[src/rtl/if_stage_vec_irq.sv]
// Instruction-fetch stage with vectored, prioritised, nestable interrupts and a return stack.
// Optional feature macro: IRQ_MASK_EN adds the irq_mask input that blocks individual request lines.
`timescale 1ns/1ps
module if_stage_vec_irq #(
  parameter int unsigned NUM_IRQ      = 8,
  parameter int unsigned STACK_DEPTH  = 8,
  parameter int unsigned DRAIN_CYCLES = 4,
  parameter logic [31:0] RESET_PC     = 32'h0,
  parameter logic [31:0] VEC_BASE     = 32'h80,
  parameter logic [31:0] VEC_STRIDE   = 32'h80,
  parameter logic [31:0] NOP_INSTR    = 32'h5400_0000,
  localparam int unsigned IDW         = (NUM_IRQ > 1) ? $clog2(NUM_IRQ) : 1
) (
  input  logic               clk,
  input  logic               rst,
  input  logic               pc_src,
  input  logic [31:0]        branch_target,
  input  logic               if_flush,
  input  logic               hold_pc,
  input  logic               hold_if_id,
  input  logic [NUM_IRQ-1:0] irq_req,
`ifdef IRQ_MASK_EN
  input  logic [NUM_IRQ-1:0] irq_mask,
`endif
  input  logic               irq_ret,
  input  logic [31:0]        mem_rdata,
  input  logic               mem_ready,
  output logic               mem_start,
  output logic [31:0]        mem_addr,
  output logic [31:0]        id_pc,
  output logic [31:0]        id_instr,
  output logic               irq_active,
  output logic [IDW-1:0]     irq_level,
  output logic               stack_ovf
);

  localparam int unsigned AW  = $clog2(STACK_DEPTH);
  localparam int unsigned SPW = AW + 1;
  localparam int unsigned CW  = $clog2(DRAIN_CYCLES) + 1;

  typedef enum logic {FetchReq, FetchWait} fetch_e;
  typedef enum logic [1:0] {IrqIdle, IrqDrain, IrqVector} irq_e;

  fetch_e             fetch_q, fetch_d;
  irq_e               irq_st_q, irq_st_d;
  logic [31:0]        pc_q, pc_d, seq_pc, vec_pc;
  logic               mem_start_q;
  logic [CW-1:0]      cnt_q, cnt_d;
  logic [IDW-1:0]     pend_id_q, pend_id_d;
  logic               ovf_q, ovf_d;
  logic [SPW-1:0]     sp_q;
  logic [31:0]        ret_pc_q [STACK_DEPTH];
  logic [IDW-1:0]     ret_id_q [STACK_DEPTH];
  logic [IDW-1:0]     level_q;
  logic               active_q;
  logic [NUM_IRQ-1:0] req_m;
  logic               irq_found;
  logic [IDW-1:0]     irq_sel;
  logic               adv, pop, push, stack_empty, stack_full;
  logic [AW-1:0]      top_idx, under_idx, push_idx;

`ifdef IRQ_MASK_EN
  assign req_m = irq_req & ~irq_mask;
`else
  assign req_m = irq_req;
`endif

  assign adv         = mem_ready && !hold_pc;
  assign stack_empty = (sp_q == '0);
  assign stack_full  = (sp_q == SPW'(STACK_DEPTH));
  assign pop         = adv && irq_ret && !stack_empty;
  // A return pops ahead of a pending vector; the vector retries on the next advance edge.
  assign push        = adv && !pop && (irq_st_q == IrqVector);
  assign top_idx     = AW'(sp_q - SPW'(1));
  assign under_idx   = AW'(sp_q - SPW'(2));
  assign push_idx    = sp_q[AW-1:0];
  assign vec_pc      = VEC_BASE + VEC_STRIDE * 32'(pend_id_q);

  // Lowest eligible index wins; nesting only admits indices below the active level.
  always_comb begin
    irq_found = 1'b0;
    irq_sel   = '0;
    for (int i = int'(NUM_IRQ) - 1; i >= 0; i--) begin
      if (req_m[i] && (stack_empty || (i < int'(level_q)))) begin
        irq_found = 1'b1;
        irq_sel   = IDW'(i);
      end
    end
  end

  always_comb begin
    seq_pc = pc_src ? branch_target : pc_q + 32'd4;
    if (pop) begin
      pc_d = ret_pc_q[top_idx];
    end else if (push) begin
      pc_d = vec_pc;
    end else begin
      pc_d = seq_pc;
    end
  end

  always_comb begin
    fetch_d = fetch_q;
    unique case (fetch_q)
      FetchReq:  fetch_d = FetchWait;
      FetchWait: if (mem_ready) fetch_d = FetchReq;
    endcase
  end

  always_comb begin
    irq_st_d  = irq_st_q;
    cnt_d     = cnt_q;
    pend_id_d = pend_id_q;
    ovf_d     = ovf_q;
    case (irq_st_q)
      IrqIdle: begin
        if (irq_found) begin
          if (stack_full) begin
            ovf_d = 1'b1;
          end else begin
            irq_st_d  = IrqDrain;
            pend_id_d = irq_sel;
            cnt_d     = CW'(DRAIN_CYCLES - 1);
          end
        end
      end
      IrqDrain: begin
        if (cnt_q == '0) irq_st_d = IrqVector;
        else             cnt_d    = cnt_q - CW'(1);
      end
      IrqVector: if (push) irq_st_d = IrqIdle;
      default:   irq_st_d = IrqIdle;
    endcase
  end

  always_ff @(posedge clk or posedge rst) begin
    if (rst) begin
      pc_q        <= RESET_PC;
      fetch_q     <= FetchReq;
      mem_start_q <= 1'b0;
      irq_st_q    <= IrqIdle;
      cnt_q       <= '0;
      pend_id_q   <= '0;
      ovf_q       <= 1'b0;
      id_pc       <= '0;
      id_instr    <= NOP_INSTR;
    end else begin
      fetch_q     <= fetch_d;
      mem_start_q <= (fetch_q == FetchReq);
      irq_st_q    <= irq_st_d;
      cnt_q       <= cnt_d;
      pend_id_q   <= pend_id_d;
      ovf_q       <= ovf_d;
      if (adv) pc_q <= pc_d;
      if (mem_ready && !hold_if_id) begin
        id_pc    <= pc_q + 32'd4;
        id_instr <= (if_flush || mem_rdata == '0) ? NOP_INSTR : mem_rdata;
      end
    end
  end

  always_ff @(posedge clk or posedge rst) begin
    if (rst) begin
      sp_q     <= '0;
      level_q  <= '0;
      active_q <= 1'b0;
      for (int i = 0; i < int'(STACK_DEPTH); i++) begin
        ret_pc_q[i] <= '0;
        ret_id_q[i] <= '0;
      end
    end else if (push) begin
      ret_pc_q[push_idx] <= seq_pc;
      ret_id_q[push_idx] <= pend_id_q;
      sp_q               <= sp_q + SPW'(1);
      level_q            <= pend_id_q;
      active_q           <= 1'b1;
    end else if (pop) begin
      sp_q <= sp_q - SPW'(1);
      if (sp_q == SPW'(1)) begin
        level_q  <= '0;
        active_q <= 1'b0;
      end else begin
        level_q <= ret_id_q[under_idx];
      end
    end
  end

  assign mem_start  = mem_start_q;
  assign mem_addr   = pc_q;
  assign irq_active = active_q;
  assign irq_level  = level_q;
  assign stack_ovf  = ovf_q;

endmodule
[config.mk]
export PLATFORM = sky130hd
export DESIGN_NAME = if_stage_vec_irq
export DESIGN_NICKNAME = d
export VERILOG_FILES = /design/src/rtl/if_stage_vec_irq.sv
export SDC_FILE = /design/constraint.sdc
export NUM_CORES = 1
export LEC_CHECK = 0
export ABC_CLOCK_PERIOD_IN_PS = 13660
export CAP_MARGIN = 20
export CORE_ASPECT_RATIO = 0.7
export CORE_MARGIN = 4
export CORE_UTILIZATION = 50
export DETAILED_ROUTE_END_ITERATION = 10
export GPL_TIMING_DRIVEN = 0
export HOLD_SLACK_MARGIN = 0.1
export PLACE_DENSITY_LB_ADDON = 0.15
export SETUP_SLACK_MARGIN = 0.15
export SKIP_LAST_GASP = 1
export SLEW_MARGIN = 20
export SYNTH_ARGS = -nofsm -noshare
export SYNTH_HDL_FRONTEND = slang
export SYNTH_SLANG_ARGS = --single-unit
[constraint.sdc]
create_clock -name clk -period 13.66 [get_ports clk]
set_input_delay 2.732 -clock clk [delete_from_list [all_inputs] [get_ports clk]]
set_output_delay 2.732 -clock clk [all_outputs]
set_load 0.005 [all_outputs]
==> Word level (Yosys, flattened, before mapping) <==
Cells that the tools add are included.
{ "classes": {"addsub": 6, "bitwise_logic": 5, "n_eq_ne": 9, "reduce_logical": 39, "mux": 51, "n_lt_le_gt_ge": 11} }
{ "ops": {"columns": ["cell", "count"], "rows": [
  ["$bwmux W256", 1],
  ["$mux W32", 7],
  ["$bmux W32 S3", 1],
  ["$demux W32 S3", 1],
  ["$mux W3", 17],
  ["$add A32 B3 Y32 const B", 1],
  ["$logic_not A32 Y1", 1],
  ["$bwmux W24", 1],
  ["$logic_and A1 B1 Y1", 15],
  ["$ge A4 B4 Y1 const B", 3],
  ["$mux W1", 12],
  ["$not A3 Y4", 3],
  ["$add A8 B10 Y11 const A", 1],
  ["$ne A2 B2 Y1 const B", 5],
  ["$bmux W3 S3", 1],
  ["$demux W3 S3", 1],
  ["$lt A3 B3 Y1 const A", 3],
  ["$logic_or A1 B1 Y1", 8],
  ["$mux W2", 4],
  ["$mux W4", 2],
  ["$reduce_and A4 Y1", 2],
  ["$lt A1 B3 Y1 const A", 2],
  ["$lt A2 B3 Y1 const A", 2],
  ["$pmux W2 S3", 1],
  ["other kinds (19)", 26]
]} }
{ "totals": {"register_bits": 395, "out_inout_bits": 102, "in_bits": 80} }

==> Depth between registers and ports, before layout <==
{ "logic_depth": {"depth_word": 12, "mapped_depth": 15, "ltp_nobuf": 8} }

==> Worst setup path after synthesis <==
OpenSTA, ideal clock, no wires.
{ "synth_timing": {"kind": "input -> register", "startpoint": "input port hold_pc", "endpoint": "register ret_pc_q[111] (netlist bit)", "required_ps": 13518, "slack_ps": 9311, "cell_stages": 8, "arrival_ps": 4207, "cell_sequence": "nand2b_1 clkbuf_1 nor4_1 nand2_1 clkbuf_1 clkbuf_1 nand2_1 o21ai_0"} }
{ "synth_via": {"elab_chain_cells": 7} }
{ "synth_rtl": {"columns": ["item", "line", "text"], "rows": [
  ["start, declared", "19", "input logic hold_pc,"],
  ["$logic_not A1 Y1 (*)", "68", "assign adv = mem_ready && !hold_pc;"],
  ["$logic_and A1 B1 Y1 (*)", "68", null],
  ["$logic_and A1 B1 Y1 (2 in series)", "71", "assign pop = adv && irq_ret && !stack_empty;"],
  ["$logic_not A1 Y1", "73", "assign push = adv && !pop && (irq_st_q == IrqVector);"],
  ["$logic_and A1 B1 Y1 (*) (2 in series)", "73", null],
  ["end signal, assigned by index", "172", "ret_pc_q[push_idx] <= seq_pc;"],
  ["end, declared", "52", "logic [31:0] ret_pc_q [STACK_DEPTH];"]
]} }
Mark *: on every way between the ends. The rest lies on a longest branch, timed or not.
A chain may end at the register's enable or synchronous reset.

==> Worst setup path in the final report <==
{ "layout_timing": {"startpoint": "input port mem_ready", "endpoint": "register ret_pc_q[174] (netlist bit)"} }
{ "layout_via": {"elab_chain_cells": 6} }
{ "layout_rtl": {"columns": ["item", "line", "text"], "rows": [
  ["start, declared", "27", "input logic mem_ready,"],
  ["$logic_and A1 B1 Y1 (*)", "68", null],
  ["$logic_and A1 B1 Y1 (2 in series)", "71", null],
  ["$logic_not A1 Y1", "73", null],
  ["$logic_and A1 B1 Y1 (*) (2 in series)", "73", null]
]} }
Marked as above.

==> metrics.log <==
[metrics] leading post-synthesis cells by cell area: dfrtp_1, mux4_2, o21ai_0
[metrics] vias in the first global route: 14,815
[metrics] area of the core region: 35,090 um^2
[metrics] internal power summed over all cells: 0.002657 W
[metrics] hold path start: fetch_q
[metrics] Yosys top cell by area: dfrtp_1
[metrics] CP Max Fanout: 10
[metrics] number of buffers on the longest clock path: 3
[metrics] wire length of the first global-routing pass: 91,290 um
[metrics] delay of the slowest cell on the worst path: 750 ps
[metrics] number of pins with negative max-slew slack in the final report: 0
[metrics] EDFF count, synth: 0
[metrics] hold violation total from the final report: 0
[metrics] number of detailed-route iterations in the first pass: 5
[metrics] # fillers: 2,925
[metrics] warning count from the yosys run: 0
[metrics] net count after synthesis: around 1,800
[metrics] Pwr Density: ~190 nW/um^2
[metrics] post-CTS setup buffers: 0
[metrics] Cells after Synth: around 1,700
[metrics] weighted congestion reported at the end of routability-driven placement: 0.9006
[metrics] most used flip-flop cell after synthesis: dfrtp_1
[metrics] worst min path class: flop to flop
[metrics] via count of the routed design: around 15,000
[metrics] number of cell instances on the worst register-to-register path: 13
[metrics] distinct cell type count after synthesis: about 60
[metrics] achievable clock frequency: 0.1786 GHz
[metrics] via/cell ratio: 6.217
[metrics] register bit total from synthesis: 395
[metrics] Final #Nets: 1,989
[metrics] total inserted antenna cells: 0
[metrics] TritonCTS sink count: 395
[metrics] number of violations reported at the end of detailed-routing iteration 0: roughly 1,700
[metrics] WP buf/inv: 4
[metrics] RSZ-0062 raised after global routing: no
[metrics] worst vdd ir: 0.1156 mV
[metrics] combinational power share: 0.340
[metrics] cell type group with the largest total delay on the critical path: buffers and inverters
[metrics] Routed Wire Length: 59,610 um
[metrics] Pwr Total: 0.004088 W
[metrics] number of max-cap violations: 0
[metrics] starting density of the core: 0.5132
[metrics] critical path arrival: about 6100 ps
[metrics] Switching Power: 0.001432 W
[metrics] slowest stage cell, crit path: clkbuf_1
[metrics] number of instances on the worst hold path: 1
[metrics] number of antenna violations at the first check in global routing: 0
[metrics] CTS Buf Count: 37
[metrics] sequential cell fraction of total power: 0.393
[metrics] fraction of the cycle the final worst path needs: 0.4098
[metrics] layout cell share with drive strength beyond 1: 0.1109
[metrics] hold path endpoint: mem_start
[metrics] GR Util All Layers: 0.3011
[metrics] DRC violations left: 0
[metrics] Sw Ratio: 0.3502
[metrics] setup TNS: 0 ps
[metrics] remaining global-route overflow: 0
[metrics] DP Wirelength: ~43,000 um
[metrics] most numerous cell types in the synthesized netlist: dfrtp_1, nand2_1, o21ai_0
[metrics] top-count cell post-synth: dfrtp_1
[metrics] crit path launch type: input port
[metrics] Resize count post-CTS: 0
[metrics] clock root cell: clkbuf_16
[metrics] remaining number of nets flagged by the antenna check after routing: 0
[metrics] number of placement rows: between 50 and 60
[metrics] measured slew at the worst slew-check pin: 1128 ps
[metrics] Clock Power Share: 0.267
[metrics] clock tree from TritonCTS: done
[metrics] clock latency of the later-clocked register in the worst-skew pair: 540 ps
[metrics] I/O pin count: 182
[metrics] Pleak: 9.590 nW
[metrics] Die H: 166.8 um
[metrics] final worst path period need: between 5000 and 6000 ps
[metrics] Die Width: 234.8 um
[metrics] Seq/Total Area, Yosys: 0.5492
[metrics] chain of cells forming the critical path: clkdlybuf4s50_1 > nand2b_1 > clkbuf_1 > nor4_1 > nand2_1 > clkbuf_1 > clkbuf_1 > nand2_1 > o21ai_0
[metrics] most frequent cell on the critical path: clkbuf_1
[metrics] share of the synthesized area in the top cell type: 0.5448
[metrics] proportion of synthesized flip-flops having asynchronous set or reset: 1.000
[metrics] setup violation total in the final timing report: 0
[metrics] hold_buf cts: 0
[metrics] Max transition margin: 0.2477
[metrics] summed instance area of the synthesized netlist: 18,010 um^2
[metrics] die area: 39,160 um^2
[metrics] data required time of the critical path: 14,110 ps
[metrics] Clock Pin Slew Worst Setup and Hold Paths: 70 ps
[metrics] routed wire length per instance: 24.92 um
[metrics] destination of the worst register-to-register timing path: mem_addr[9]
[metrics] worst r2r src: sp_q[0]
[metrics] outcome: finished clean
[metrics] number of H-tree branching levels: 2
[metrics] largest net degree at the start of global routing: 34
[metrics] layout overhead on the synthesized area: 22.04%
[metrics] Clock Skew: 12.56 ps
[metrics] input/output buffers: 180
[metrics] startpoint-to-endpoint class of the critical path: input port to flop
[metrics] flop2flop setup slack: 8250 ps
[metrics] type of destination of the critical path: flop
[metrics] PnR worst setup slack: 8062 ps
[metrics] average cell area after synthesis: 10.82 um^2
[metrics] Placement Setup Slack: 7681 ps
## worst max-delay path by stage
stage	to	slack, ps	cells after the start	start
after detailed placement	ret_pc_q[36]	7680	9	mem_ready
after floorplan	cnt_q[0]	5610	1	rst
after global routing	ret_pc_q[37]	7950	9	mem_ready
after global placement	ret_pc_q[246]	3010	2	rst
final	ret_pc_q[174]	8060	9	mem_ready
after CTS	ret_pc_q[39]	8240	9	mem_ready
## cell type report
cell class | count | area, um^2 | area share
Clock buffer | 49 | 1051 | 0.04783
Clock inverter | 13 | 196.4 | 0.008939
Timing Repair Buffer | 194 | 2112 | 0.09611
Sequential cell | 395 | 9888 | 0.4500
Multi-Input combinational cell | 1124 | 7556 | 0.3438
Tap cell | 472 | 590.6 | 0.02687
Inverter | 22 | 86.33 | 0.003929
Buffer | 123 | 494.2 | 0.02249
## registers in the layout, indices dropped and copies added, names as in the netlist, 2 cells and up
signal / flops
cnt_q: 3
id_instr: 32
id_pc: 32
irq_level: 3
irq_st_q: 2
mem_addr: 32
pend_id_q: 3
ret_id_q: 24
ret_pc_q: 256
sp_q: 4
## metal layers
layer | vias to the layer above | track usage | part of all wire | wire length [um]
met3 | 113 | 0.07489 | 0.097 | 5797
met2 | 750 | 0.4499 | 0.45 | 26720
met1 | 7640 | 0.4455 | 0.43 | 25580
li1 | 6368 | - | - | -
met5 | - | 0 | 0 | 0
met4 | 0 | 0.08111 | 0.025 | 1511
## through the flow
stage | hold WS, ps | cells | util | instance area [um^2]
6_report | 431.7 | 2392 | 0.6263 | 21970
5_1_grt | 453.4 | 2392 | 0.6263 | 21970
4_1_cts | 435.4 | 2392 | 0.6260 | 21970
3_5_place_dp | 422.9 | 2330 | 0.5905 | 20720
3_3_place_gp | 407.8 | 2316 | 0.5814 | 20400
2_1_floorplan | 394.6 | 1664 | - | 18010
## cells in the final DEF (no fill, tap or decap), types with 5 or more instances in the layout
master           instances
inv_1                   20
mux2_2                  29
nand2b_1                18
o31a_1                   5
clkinv_2                 6
a21o_1                   5
clkdlybuf4s50_1        180
o31ai_2                  7
nor2b_1                  6
mux2i_1                 40
bufinv_16                5
o22a_1                   7
nand4_1                  7
buf_1                    9
buf_12                  10
nor4_1                  14
clkbuf_8                 8
o21ai_0                300
xnor2_1                 12
xor2_1                  11
nand2_1                359
a21oi_1                 38
nor2_1                  35
nor3_1                  19
dfrtp_1                392
clkbuf_1               107
nand3_1                 16
clkbuf_16               37
o21a_1                  12
a22o_1                  31
mux4_2                  70
ha_1                    12
o221ai_1                13
buf_2                    6
## logic make-up after synthesis
family                   share of synthesized area
buffers and inverters                      0.03189
AND/OR/NAND/NOR                             0.1193
adder cells (fa/ha/maj)                   0.008338
XOR/XNOR                                   0.01119
AO/OA/AOI/OAI                               0.1489
flip-flops                                  0.5492
multiplexers                                0.1312
## power by group through the flow
stage / registers [W] / clock network [W] / logic (W)
global route: 0.00163 / 0.00115 / 0.00150
global placement: 0.00161 / 0 / 0.00134
CTS: 0.00160 / 0.00110 / 0.00138
finish: 0.00161 / 0.00109 / 0.00139
detailed placement: 0.00162 / 0 / 0.00138
floorplan: 0.00156 / 0 / 0.000851
(Power assumes the default switching activity.)
